==> src/rtl/addsub_arbiter_if.sv <==
// rtl/addsub_arbiter_if.sv - requester-side bundle for the shared add/subtract arbiter
interface addsub_arbiter_if;
    logic       req0;
    logic       req1;
    logic [7:0] a0;
    logic [7:0] b0;
    logic [7:0] a1;
    logic [7:0] b1;
    logic       op0;
    logic       op1;
    logic       ack0;
    logic       ack1;
    logic [1:0] gnt;
    logic       busy;
    logic [7:0] result;
    logic       cout;
    logic       ov_flag;

    modport master (
        output req0, req1, a0, b0, a1, b1, op0, op1,
        input  ack0, ack1, gnt, busy, result, cout, ov_flag
    );

    modport slave (
        input  req0, req1, a0, b0, a1, b1, op0, op1,
        output ack0, ack1, gnt, busy, result, cout, ov_flag
    );
endinterface

==> src/rtl/addsub_arbiter.sv <==
// rtl/addsub_arbiter.sv - two-requester arbiter sharing one 8-bit add/subtract unit
module addsub_8bit (
    input  logic [7:0] a,
    input  logic [7:0] b,
    input  logic       sub,
    output logic [7:0] sum,
    output logic       cout,
    output logic       ov
);
    logic [7:0] b_eff;
    logic [8:0] full;

    always_comb begin
        b_eff = sub ? ~b : b;
        full  = {1'b0, a} + {1'b0, b_eff} + {8'd0, sub};
        sum   = full[7:0];
        cout  = full[8];
        // overflow: both addend signs agree but the sum sign does not
        ov    = (a[7] == b_eff[7]) && (full[7] != a[7]);
    end
endmodule

module addsub_arbiter #(
    parameter bit FIXED_PRIO = 1'b0
) (
    input logic          clk,
    input logic          rst_n,
    addsub_arbiter_if.slave bus
);
    typedef enum logic [1:0] {IDLE, EXEC, DONE} state_t;

    state_t     state, state_next;
    logic       rr, rr_next;
    logic       sel, sel_next;
    logic       win;
    logic       latch;
    logic       load;
    logic [1:0] gnt_q, gnt_next;
    logic [1:0] ack_q, ack_next;
    logic       busy_q, busy_next;

    logic [7:0] a_q, b_q;
    logic       op_q;
    logic [7:0] sum;
    logic       cout_u, ov_u;
    logic [7:0] result_q;
    logic       cout_q, ov_q;

    addsub_8bit u_addsub (
        .a    (a_q),
        .b    (b_q),
        .sub  (op_q),
        .sum  (sum),
        .cout (cout_u),
        .ov   (ov_u)
    );

    always_comb begin
        state_next = state;
        rr_next    = rr;
        sel_next   = sel;
        gnt_next   = gnt_q;
        busy_next  = busy_q;
        ack_next   = 2'b00;
        win        = 1'b0;
        latch      = 1'b0;
        load       = 1'b0;
        case (state)
            IDLE: begin
                if (bus.req0 || bus.req1) begin
                    if (bus.req0 && bus.req1)
                        win = FIXED_PRIO ? 1'b0 : rr;
                    else
                        win = bus.req1;
                    latch      = 1'b1;
                    sel_next   = win;
                    gnt_next   = win ? 2'b10 : 2'b01;
                    busy_next  = 1'b1;
                    state_next = EXEC;
                end
            end
            EXEC: begin
                load       = 1'b1;
                ack_next   = sel ? 2'b10 : 2'b01;
                state_next = DONE;
            end
            DONE: begin
                if (!FIXED_PRIO)
                    rr_next = ~sel;
                gnt_next   = 2'b00;
                busy_next  = 1'b0;
                state_next = IDLE;
            end
            default: state_next = IDLE;
        endcase
    end

    always_ff @(posedge clk) begin
        if (!rst_n) begin
            state    <= IDLE;
            rr       <= 1'b0;
            sel      <= 1'b0;
            gnt_q    <= 2'b00;
            busy_q   <= 1'b0;
            ack_q    <= 2'b00;
            a_q      <= 8'd0;
            b_q      <= 8'd0;
            op_q     <= 1'b0;
            result_q <= 8'd0;
            cout_q   <= 1'b0;
            ov_q     <= 1'b0;
        end else begin
            state  <= state_next;
            rr     <= rr_next;
            sel    <= sel_next;
            gnt_q  <= gnt_next;
            busy_q <= busy_next;
            ack_q  <= ack_next;
            if (latch) begin
                a_q  <= win ? bus.a1  : bus.a0;
                b_q  <= win ? bus.b1  : bus.b0;
                op_q <= win ? bus.op1 : bus.op0;
            end
            if (load) begin
                result_q <= sum;
                cout_q   <= cout_u;
                ov_q     <= ov_u;
            end
        end
    end

    assign bus.gnt     = gnt_q;
    assign bus.busy    = busy_q;
    assign bus.ack0    = ack_q[0];
    assign bus.ack1    = ack_q[1];
    assign bus.result  = result_q;
    assign bus.cout    = cout_q;
    assign bus.ov_flag = ov_q;
endmodule
==> src/flat_wrapper.sv <==
// flat-port wrapper written by rule: the top's interface ports become plain ports
module addsub_arbiter_flat 
#(
    parameter bit FIXED_PRIO = 1'b0
)
  (clk, rst_n, bus_req0, bus_req1, bus_a0, bus_b0, bus_a1, bus_b1, bus_op0, bus_op1, bus_ack0, bus_ack1, bus_gnt, bus_busy, bus_result, bus_cout, bus_ov_flag);
  addsub_arbiter_if bus_i ();
  input logic clk;
  input logic rst_n;
  input wire logic [$bits(bus_i.req0)-1:0] bus_req0;
  input wire logic [$bits(bus_i.req1)-1:0] bus_req1;
  input wire logic [$bits(bus_i.a0)-1:0] bus_a0;
  input wire logic [$bits(bus_i.b0)-1:0] bus_b0;
  input wire logic [$bits(bus_i.a1)-1:0] bus_a1;
  input wire logic [$bits(bus_i.b1)-1:0] bus_b1;
  input wire logic [$bits(bus_i.op0)-1:0] bus_op0;
  input wire logic [$bits(bus_i.op1)-1:0] bus_op1;
  output wire logic [$bits(bus_i.ack0)-1:0] bus_ack0;
  output wire logic [$bits(bus_i.ack1)-1:0] bus_ack1;
  output wire logic [$bits(bus_i.gnt)-1:0] bus_gnt;
  output wire logic [$bits(bus_i.busy)-1:0] bus_busy;
  output wire logic [$bits(bus_i.result)-1:0] bus_result;
  output wire logic [$bits(bus_i.cout)-1:0] bus_cout;
  output wire logic [$bits(bus_i.ov_flag)-1:0] bus_ov_flag;
  assign bus_i.req0 = bus_req0;
  assign bus_i.req1 = bus_req1;
  assign bus_i.a0 = bus_a0;
  assign bus_i.b0 = bus_b0;
  assign bus_i.a1 = bus_a1;
  assign bus_i.b1 = bus_b1;
  assign bus_i.op0 = bus_op0;
  assign bus_i.op1 = bus_op1;
  assign bus_ack0 = bus_i.ack0;
  assign bus_ack1 = bus_i.ack1;
  assign bus_gnt = bus_i.gnt;
  assign bus_busy = bus_i.busy;
  assign bus_result = bus_i.result;
  assign bus_cout = bus_i.cout;
  assign bus_ov_flag = bus_i.ov_flag;
  addsub_arbiter #(.FIXED_PRIO(FIXED_PRIO)) u_core (.clk(clk), .rst_n(rst_n), .bus(bus_i));
endmodule
==> config.mk <==
export PLATFORM = sky130hd
export DESIGN_NAME = addsub_arbiter_flat
export DESIGN_NICKNAME = d
export VERILOG_FILES = /design/src/rtl/addsub_arbiter_if.sv /design/src/rtl/addsub_arbiter.sv /design/src/flat_wrapper.sv
export SDC_FILE = /design/constraint.sdc
export NUM_CORES = 1
export LEC_CHECK = 0
export ABC_CLOCK_PERIOD_IN_PS = 2100
export BUFFER_PORTS_ARGS = -buffer_cell sky130_fd_sc_hd__buf_4
export CAP_MARGIN = 20
export CORE_UTILIZATION = 44
export DETAILED_ROUTE_END_ITERATION = 10
export PLACE_DENSITY = 0.72
export SKIP_CTS_REPAIR_TIMING = 1
export SYNTH_ARGS = -nofsm -noshare
export SYNTH_HDL_FRONTEND = slang
export SYNTH_SLANG_ARGS = --single-unit
==> constraint.sdc <==
create_clock -name clk -period 2.1 [get_ports clk]
set_clock_uncertainty 0.15 [all_clocks]
set_input_delay 0.42 -clock clk [delete_from_list [all_inputs] [get_ports clk]]
set_output_delay 0.42 -clock clk [all_outputs]
set_load 0.1 [all_outputs]
# After elaboration in Yosys (flattened, before gate mapping)
# Cells that the tools add are included.
# word_totals
regBits	36
latch_bits	0
ramBits	0
rom_bits	0
in_bits	38
output_inout_bits	15
memories	0
# classes
addsub	2
multipliers	0
n_div	0
order_cmp	0
n_eq_ne	5
shift	0
mux	20
bitwise_logic	2
n_reduce_logical	8
# ops
operator	count
$mux 8	3
$mux 1	10
$add 8x8->9	1
$add 9x1->9	1
$mux 2	4
$not 8->8	1
$pmux 2 s2	2
$reduce_and 2->1	3
$eq 2x1->1 const B	1
$eq 2x2->1 const B	1
$logic_and 1x1->1	2
$logic_not 2->1	1
$ne 2x1->1 const B	1
$pmux 1 s2	1
$reduce_bool 2->1	1
$eq 1x1->1	1
$logic_or 1x1->1	1
$ne 1x1->1	1
$not 1->1	1

# Logic depth before layout (Yosys ltp)
# Gate-level depths: netlist (run 1).
# logic_depth
depth_word	7
ltp_mapped	9
ltp_nobuf	8

# Hierarchy
# From an unflattened synthesis (run 1), not the netlist that was laid out.
# unflattened
cells_unflattened	225
hier_area_um2	2103.3
# by_module_without_submodules
mod	instances	cells_each	area_each_um2	seq_area_each_um2
addsub_arbiter	1	165	1632.8	720.7
addsub_8bit	1	60	470.5	0.0

# Worst setup path before layout (run 1)
# Ideal clock, no wire load.
# synth_timing
path_type	register to register
from	register u_core.op_q
to	register u_core.result_q[6] (netlist: u_core.bus.result[6])
setup_time_ps	130
arrival_time_ps	1752
required_time_ps	1820
slack_ps	67
path_stages_with_launch	10
path_buffers	1
period_less_slack_ps	2033
cell_sequence	dfxtp_1 -> buf_6 -> xor2_1 -> inv_1 -> fa_1 -> nor2b_1 -> o21ai_1 -> a21oi_1 -> nor3_1 -> nand4b_1
# synth_via
elab_chain_len	3
# synth_rtl
item	line	text
from (decl)	addsub_arbiter.sv:43	logic op_q;
from (signal assigned)	addsub_arbiter.sv:122	op_q <= win ? bus.op1 : bus.op0;
$mux 8	addsub_arbiter.sv:14	b_eff = sub ? ~b : b;
$add 8x8->9	addsub_arbiter.sv:15	full = {1'b0, a} + {1'b0, b_eff} + {8'd0, sub};
$add 9x1->9 *	addsub_arbiter.sv:15	
to (signal assigned)	addsub_arbiter.sv:125	result_q <= sum;
to (decl)	addsub_arbiter.sv:46	logic [7:0] result_q;
# Every way passes the cells marked *; elsewhere a longest branch is shown, timed or not.
# A chain may end at the register's enable or synchronous reset.

# Worst setup path after layout (run 1)
# layout_timing
from	register u_core.op_q
to	register u_core.result_q[7] (netlist: u_core.bus.result[7])
# Same word-level chain as after synthesis.

==> run_summary.xml, run 1 <==
<?xml version="1.0" encoding="UTF-8"?>
<metrics>
  <group name="critical_path">
    <metric name="crit_path_cell_trace" unit="">buf_4 -&gt; xor2_1 -&gt; ha_1 -&gt; a21oi_1 -&gt; o21ai_1 -&gt; a31oi_4 -&gt; nand4_1 -&gt; o221ai_1</metric>
    <metric name="critical_path.max_fanout" unit="">5</metric>
    <metric name="setup.worst_path.start_class" unit="">flip-flop</metric>
    <metric name="cp_slowest_cell" unit="">dfxtp_4</metric>
    <metric name="critPathKind" unit="">flip-flop to flip-flop</metric>
    <metric name="crit_path_max_incr_delay" unit="ns">0.36</metric>
    <metric name="critPathArrivalTime" unit="ns">2.01</metric>
    <metric name="worst_ep_required_time" unit="ns">2.16</metric>
    <metric name="critical_path.endpoint_type" unit="">flip-flop</metric>
  </group>
  <group name="sta">
    <metric name="final-hold-violation-count" unit="">0</metric>
    <metric name="timing.max_slew.rel_slack" unit="%">74.30</metric>
    <metric name="worst_pin_slew" unit="ns">0.3855</metric>
    <metric name="unrepaired_setup_endpoints_after_global_routing" unit="">false</metric>
    <metric name="maxClockFrequency" unit="MHz">514.3</metric>
    <metric name="slew_viol_final" unit="">0</metric>
    <metric name="finalSetupViolCount" unit="">0</metric>
    <metric name="timing.final.crit_period" unit="ns">1.944</metric>
    <metric name="hold_ws" unit="ns">0.3098</metric>
    <metric name="layout_worst_path_cycle_share" unit="%">92.58</metric>
  </group>
  <group name="run">
    <metric name="max_cap_viol_count" unit="">0</metric>
  </group>
  <group name="pwr">
    <metric name="powerDensity" unit="mW/mm^2">855.0</metric>
    <metric name="part_of_the_total_power_dissipated_in_combinational_logic" unit="%">38.2</metric>
    <metric name="p_clk_share" unit="%">23.5</metric>
    <metric name="sw_frac_of_total" unit="%">37.00</metric>
    <metric name="total_switching_power" unit="uW">781.9</metric>
    <metric name="vdd_ir_drop_max" unit="mV">0.3825</metric>
    <metric name="p_leak" unit="uW">0.001334</metric>
    <metric name="cell_internal_pwr" unit="uW">1331</metric>
    <metric name="sequentialPowerShare" unit="%">38.3</metric>
  </group>
  <group name="finish">
    <metric name="post_layout_nonfiller_instances" unit="">307</metric>
    <metric name="stdcell_area" unit="sq mm">0.002471</metric>
    <metric name="diodes" unit="">0</metric>
    <metric name="layout.nets" unit="">302</metric>
    <metric name="layout_common_cells" unit="">59 x buf_4, 34 x dfxtp_1, 30 x nand2_1</metric>
    <metric name="post_route_cells_drive_above_1_share" unit="%">29.57</metric>
    <metric name="num-fill-cells" unit="">399</metric>
    <metric name="layout_commonest_cell" unit="">buf_4</metric>
    <metric name="syn2layout_area_growth" unit="%">29.76</metric>
  </group>
  <group name="hold_path">
    <metric name="min_delay_path_class" unit="">flip-flop to flip-flop</metric>
  </group>
  <group name="drt">
    <metric name="vias_per_cell" unit="">5.101</metric>
    <metric name="total_number_of_vias" unit="">1566</metric>
    <metric name="drt-total-wl" unit="microns">3836</metric>
    <metric name="drt_iter0_drc" unit="">135</metric>
    <metric name="drc" unit="">0</metric>
    <metric name="drt.antenna.violating_nets" unit="">0</metric>
    <metric name="avgRoutedWirePerCell" unit="microns">12.50</metric>
    <metric name="drtPass1Iterations" unit="">4</metric>
  </group>
  <group name="synth">
    <metric name="synth_enable_flop_cells" unit="">0</metric>
    <metric name="synth_xor_area_share" unit="%">4.599</metric>
    <metric name="netlist-cell-type-count" unit="">39</metric>
    <metric name="yosys_register_bits" unit="">36</metric>
    <metric name="synth_simple_gate_area_share" unit="%">16.75</metric>
    <metric name="synth_async_sr_flop_share" unit="%">0</metric>
    <metric name="synth_compound_area_share" unit="%">20.43</metric>
    <metric name="synth.cell_area" unit="sq mm">0.001904</metric>
    <metric name="yosys_most_used_dff" unit="">dfxtp_1</metric>
    <metric name="combinational_family_with_the_most_area_after_synthesis" unit="">compound AO/OA/AOI/OAI gates</metric>
    <metric name="synthAdderAreaFrac" unit="%">5.650</metric>
    <metric name="synth.mux.area_fraction" unit="%">9.658</metric>
    <metric name="synth_seq_area_share" unit="%">37.84</metric>
    <metric name="postSynthAreaPerCell" unit="sq um">9.335</metric>
    <metric name="syn_nets" unit="">250</metric>
    <metric name="number_of_warnings_printed_during_yosys_synthesis" unit="">0</metric>
    <metric name="synthesis.instances" unit="">204</metric>
  </group>
  <group name="clock_tree">
    <metric name="cts-root-buf" unit="">clkbuf_8</metric>
    <metric name="clock_sinks" unit="">36</metric>
    <metric name="htree_num_levels" unit="">2</metric>
    <metric name="cts-buffers-inserted" unit="">5</metric>
    <metric name="tritoncts" unit="">yes</metric>
    <metric name="worst_skew_pair_later_pin_latency" unit="ns">0.29</metric>
    <metric name="clockBufferDepth" unit="">2</metric>
    <metric name="clkSlewWorstSetupHoldPaths" unit="ns">0.07</metric>
  </group>
  <group name="floorplanning">
    <metric name="core_region_area" unit="sq mm">0.004086</metric>
    <metric name="ios" unit="">53</metric>
    <metric name="die_outline_height" unit="microns">67.79</metric>
    <metric name="rows" unit="">23</metric>
    <metric name="die-width" unit="microns">67.79</metric>
    <metric name="die-area" unit="sq mm">0.004595</metric>
    <metric name="initial_utilization" unit="%">46.60</metric>
  </group>
  <group name="outcome">
    <metric name="status" unit="">finished clean</metric>
  </group>
  <group name="global_route">
    <metric name="grt_first_pass_wirelength" unit="microns">6196</metric>
    <metric name="grt_start_max_net_pins" unit="">43</metric>
    <metric name="grtUsageTotal" unit="%">18.67</metric>
    <metric name="grt_overflow_total" unit="">0</metric>
    <metric name="first_global_vias" unit="">1436</metric>
    <metric name="antenna_found_initial" unit="">0</metric>
  </group>
  <group name="place">
    <metric name="gpl.final_weighted_congestion" unit="">0.8409</metric>
    <metric name="placedCellCount" unit="">299</metric>
    <metric name="dp_hpwl" unit="microns">2856</metric>
    <metric name="placement.cell_area" unit="sq mm">0.002356</metric>
    <metric name="quantity_of_i_o_buffers_inserted_on_ports" unit="">52</metric>
  </group>
</metrics>
-- power groups by stage --
stage	Clock, uW	Sequential, uW	Combinational [uW]
2_1_floorplan	0	1030	389
3_3_place_gp	0	821	788
3_5_place_dp	0	823	799
4_1_cts	510	808	803
5_1_grt	541	818	879
6_report	496	809	807
-- final cells by class --
type | count | area (sq um) | area share, %
multi-input cells | 147 | 1107 | 44.81
repair buffers | 60 | 462.9 | 18.73
inverters | 6 | 22.52 | 0.9114
clock buffers | 8 | 90.09 | 3.646
well taps | 50 | 62.56 | 2.532
flip-flops and latches | 36 | 725.7 | 29.37
-- metrics by stage --
stage / power (uW) / setup TNS, ns / setup WS [ns] / util [%]
floorplan: 1416 / 0 / 0.06717 / -
global placement: 1609 / 0 / 0.02479 / 57.65
detailed placement: 1622 / -0.04827 / -0.04330 / 57.65
CTS: 2120 / -0.07064 / -0.05219 / 59.86
global route: 2237 / 0 / 0.03720 / 60.47
finish: 2113 / 0 / 0.1558 / 60.47
-- critical path, delay by kind of cell, from the launching register on --
family                   cells  cell delay, ns
AO/OA/AOI/OAI                4            0.60
XOR/XNOR                     1            0.16
adder cells (fa/ha/maj)      1            0.33
buffers and inverters        1            0.16
flip-flops                   1            0.36
AND/OR/NAND/NOR              1            0.11
-- logic make-up (layout without fill, tap and decap cells) --
group,after synthesis,in the layout
simple gates,64,64
xor+xnor,10,10
flops,36,36
mux,18,18
buf+inv,21,74
fa+ha+maj,8,8
compound gates,47,47
-- state kept, by name, indices dropped and copies added (netlist names) --
signal and cells:
u_core.sel 1, u_core.bus.cout 1, u_core.bus.gnt 2, u_core.b_q 8, u_core.a_q 8, u_core.bus.busy 1
u_core.state 2, u_core.bus.ov_flag 1, u_core.rr 1, u_core.bus.result 8, u_core.ack_q 2, u_core.op_q 1
-- path summary, 6_finish.rpt --
kind / endpoint / cells after the start / start / slack (ns)
setup / recovery: u_core.bus.result[7] / 8 / u_core.op_q / 0.16
hold / removal: u_core.bus.result[2] / 2 / u_core.bus.result[2] / 0.31
setup reg to reg: u_core.bus.result[7] / 8 / u_core.op_q / 0.16
hold reg to reg: u_core.bus.result[2] / 2 / u_core.bus.result[2] / 0.31
-- per-layer routing --
metal | up-vias | track usage (%) | share of wire, %
met5 | - | 0 | 0
met1 | 695 | 21.95 | 45
met4 | 0 | 9.115 | 1.8
met3 | 8 | 4.561 | 4.7
met2 | 43 | 31.44 | 49
li1 | 820 | - | -
-- Yosys cell counts (all sizes together), types with 3 or more instances --
cell type | instances | area share [%]
o211a | 19 | 10
nand3 | 5 | 1.3
nor2 | 4 | 0.79
xor2 | 8 | 3.7
ha | 7 | 4.6
buf | 7 | 2.3
o21ai | 9 | 3.0
dfxtp | 36 | 38
clkbuf | 8 | 1.6
a21boi | 4 | 1.6
nor2b | 3 | 0.99
nand2 | 30 | 5.9
mux2i | 18 | 9.7
a21oi | 7 | 1.8
inv | 6 | 1.2
nand2b | 4 | 1.3
and2 | 8 | 2.6
(Power assumes the default switching activity.)
==> run 2: changes to the inputs <==
- CORE_ASPECT_RATIO: not set -> 1.5
==> run_summary.xml, run 2 (same netlist as run 1, synthesis figures left out) <==
<?xml version="1.0" encoding="UTF-8"?>
<metrics>
  <group name="pwr">
    <metric name="sequentialPowerShare" unit="%">38.0</metric>
    <metric name="p_clk_share" unit="%">23.6</metric>
    <metric name="cell_internal_pwr" unit="uW">1331</metric>
    <metric name="p_leak" unit="uW">0.001348</metric>
    <metric name="part_of_the_total_power_dissipated_in_combinational_logic" unit="%">38.4</metric>
    <metric name="total_power" unit="uW">2123</metric>
    <metric name="powerDensity" unit="mW/mm^2">859.8</metric>
    <metric name="total_switching_power" unit="uW">791.4</metric>
    <metric name="sw_frac_of_total" unit="%">37.28</metric>
    <metric name="vdd_ir_drop_max" unit="mV">0.5969</metric>
  </group>
  <group name="critical_path">
    <metric name="worstReg2RegStart" unit="">u_core.op_q</metric>
    <metric name="critical_path.max_fanout" unit="">4</metric>
    <metric name="worstSetupStartpoint" unit="">u_core.op_q</metric>
    <metric name="setup.worst_path.start_class" unit="">flip-flop</metric>
    <metric name="crit_path_max_incr_delay" unit="ns">0.34</metric>
    <metric name="cp_slowest_cell" unit="">dfxtp_2</metric>
    <metric name="critPathKind" unit="">flip-flop to flip-flop</metric>
    <metric name="critPathArrivalTime" unit="ns">2.06</metric>
    <metric name="rrSetupSlack" unit="ns">0.06</metric>
    <metric name="crit_path_cell_trace" unit="">buf_4 -&gt; xor2_1 -&gt; ha_1 -&gt; nor2b_2 -&gt; o21ai_2 -&gt; a21oi_2 -&gt; o311ai_1 -&gt; a31oi_1</metric>
    <metric name="worst_ep_required_time" unit="ns">2.12</metric>
    <metric name="critical_path.endpoint_type" unit="">flip-flop</metric>
  </group>
  <group name="place">
    <metric name="dp_hpwl" unit="microns">2633</metric>
    <metric name="gpl.final_weighted_congestion" unit="">0.8179</metric>
    <metric name="placedCellCount" unit="">294</metric>
    <metric name="quantity_of_i_o_buffers_inserted_on_ports" unit="">52</metric>
  </group>
  <group name="finish">
    <metric name="post_layout_nonfiller_instances" unit="">304</metric>
    <metric name="postLayoutCoreUtil" unit="%">61.27</metric>
    <metric name="final-seq-area" unit="sq um">721.9</metric>
    <metric name="multi_input_gate_area_in_the_final_layout" unit="sq mm">0.001110</metric>
    <metric name="layout_commonest_cell" unit="">buf_4</metric>
    <metric name="num-fill-cells" unit="">355</metric>
    <metric name="diodes" unit="">0</metric>
    <metric name="syn2layout_area_growth" unit="%">29.63</metric>
    <metric name="layout.nets" unit="">304</metric>
    <metric name="layout_common_cells" unit="">62 x buf_4, 35 x dfxtp_1, 30 x nand2_1</metric>
    <metric name="post_route_cells_drive_above_1_share" unit="%">30.50</metric>
  </group>
  <group name="clock_tree">
    <metric name="clkSlewWorstSetupHoldPaths" unit="ns">0.07</metric>
    <metric name="cts-buffers-inserted" unit="">5</metric>
    <metric name="tritoncts" unit="">yes</metric>
    <metric name="clockBufferDepth" unit="">2</metric>
    <metric name="cts-root-buf" unit="">clkbuf_8</metric>
    <metric name="clock_sinks" unit="">36</metric>
    <metric name="worst_skew_pair_later_pin_latency" unit="ns">0.29</metric>
    <metric name="htree_num_levels" unit="">2</metric>
  </group>
  <group name="global_route">
    <metric name="grt_start_max_net_pins" unit="">43</metric>
    <metric name="grt_first_pass_wirelength" unit="microns">6051</metric>
    <metric name="first_global_vias" unit="">1435</metric>
    <metric name="grtUsageTotal" unit="%">16.69</metric>
    <metric name="antenna_found_initial" unit="">0</metric>
    <metric name="grt_overflow_total" unit="">0</metric>
  </group>
  <group name="sta">
    <metric name="final-hold-violation-count" unit="">0</metric>
    <metric name="slew_viol_final" unit="">0</metric>
    <metric name="unrepaired_setup_endpoints_after_global_routing" unit="">true</metric>
    <metric name="timing.max_slew.rel_slack" unit="%">74.49</metric>
    <metric name="timing.final.crit_period" unit="ns">2.039</metric>
    <metric name="worst_pin_slew" unit="ns">0.3827</metric>
    <metric name="hold_ws" unit="ns">0.3084</metric>
    <metric name="finalSetupViolCount" unit="">0</metric>
    <metric name="maxClockFrequency" unit="MHz">490.4</metric>
    <metric name="layout_worst_path_cycle_share" unit="%">97.11</metric>
  </group>
  <group name="floorplanning">
    <metric name="ios" unit="">53</metric>
    <metric name="die-width" unit="microns">55.72</metric>
    <metric name="die-area" unit="sq mm">0.004601</metric>
    <metric name="initial_utilization" unit="%">47.27</metric>
    <metric name="rows" unit="">28</metric>
    <metric name="die_outline_height" unit="microns">82.58</metric>
    <metric name="core_region_area" unit="sq mm">0.004029</metric>
  </group>
  <group name="drt">
    <metric name="total_number_of_vias" unit="">1609</metric>
    <metric name="drc" unit="">0</metric>
    <metric name="met3WireLength" unit="microns">158</metric>
    <metric name="wl_met2" unit="microns">1739</metric>
    <metric name="drt_iter0_drc" unit="">30</metric>
    <metric name="drtPass1Iterations" unit="">4</metric>
    <metric name="drt.antenna.violating_nets" unit="">0</metric>
    <metric name="dr.max_layer_used" unit="">met4</metric>
    <metric name="drt-total-wl" unit="microns">3667</metric>
    <metric name="wirelength_met1" unit="microns">1633</metric>
    <metric name="avgRoutedWirePerCell" unit="microns">12.06</metric>
    <metric name="vias_per_cell" unit="">5.293</metric>
  </group>
  <group name="run">
    <metric name="max_cap_viol_count" unit="">0</metric>
  </group>
  <group name="hold_path">
    <metric name="worst_hold_startpoint" unit="">u_core.bus.result[2]</metric>
    <metric name="min_delay_path_class" unit="">flip-flop to flip-flop</metric>
  </group>
  <group name="outcome">
    <metric name="status" unit="">finished clean</metric>
  </group>
</metrics>
-- run 2: worst max-delay path: cells and delay by family (launching register included) --
family,cells,cell delay (ns)
AOI/OAI and AO/OA,4,0.62
xor gates and xnor gates,1,0.15
buffers and inverters,1,0.15
and+or+nand+nor,1,0.19
DFF,1,0.34
adders and majority gates,1,0.32
-- run 2: path summary, 6_finish.rpt --
check,to,depth (start not counted)
setup / recovery,u_core.bus.cout,8
hold / removal,u_core.bus.result[2],2
setup reg to reg,u_core.bus.cout,8
hold reg to reg,u_core.bus.result[2],2
-- run 2: final cells by class --
| type | instances | share of cell area [%] |
|---|---|---|
| Tap cell | 45 | 2.281 |
| Timing Repair Buffer | 62 | 18.85 |
| Clock inverter | 2 | 0.4055 |
| Inverter | 6 | 0.9123 |
| Sequential cell | 36 | 29.24 |
| Clock buffer | 6 | 3.345 |
| Multi-Input combinational cell | 147 | 44.96 |
-- run 2: metrics by stage --
stage | setup slack (ns) | setup TNS (ns) | instance area, sq um
after detailed placement | -0.004287 | -0.004287 | 2337
after global routing | -0.06474 | -0.1630 | 2469
after CTS | -0.007550 | -0.007550 | 2430
final | 0.06072 | 0 | 2469
after global placement | 0.04459 | 0 | 2337
after floorplan | 0.06717 | 0 | 1904
-- run 2: power groups by stage --
stage | Sequential [uW] | Clock, uW | Combinational, uW
2_1_floorplan | 1030 | 0 | 389
3_3_place_gp | 820 | 0 | 775
3_5_place_dp | 821 | 0 | 786
4_1_cts | 805 | 518 | 789
5_1_grt | 816 | 548 | 884
6_report | 807 | 501 | 814
-- run 2: metal layers --
layer | GRT usage [%] | vias up
li1 | - | 829
met1 | 18.18 | 720
met2 | 28.67 | 49
met3 | 4.673 | 11
met4 | 10.75 | 0
met5 | 0 | -
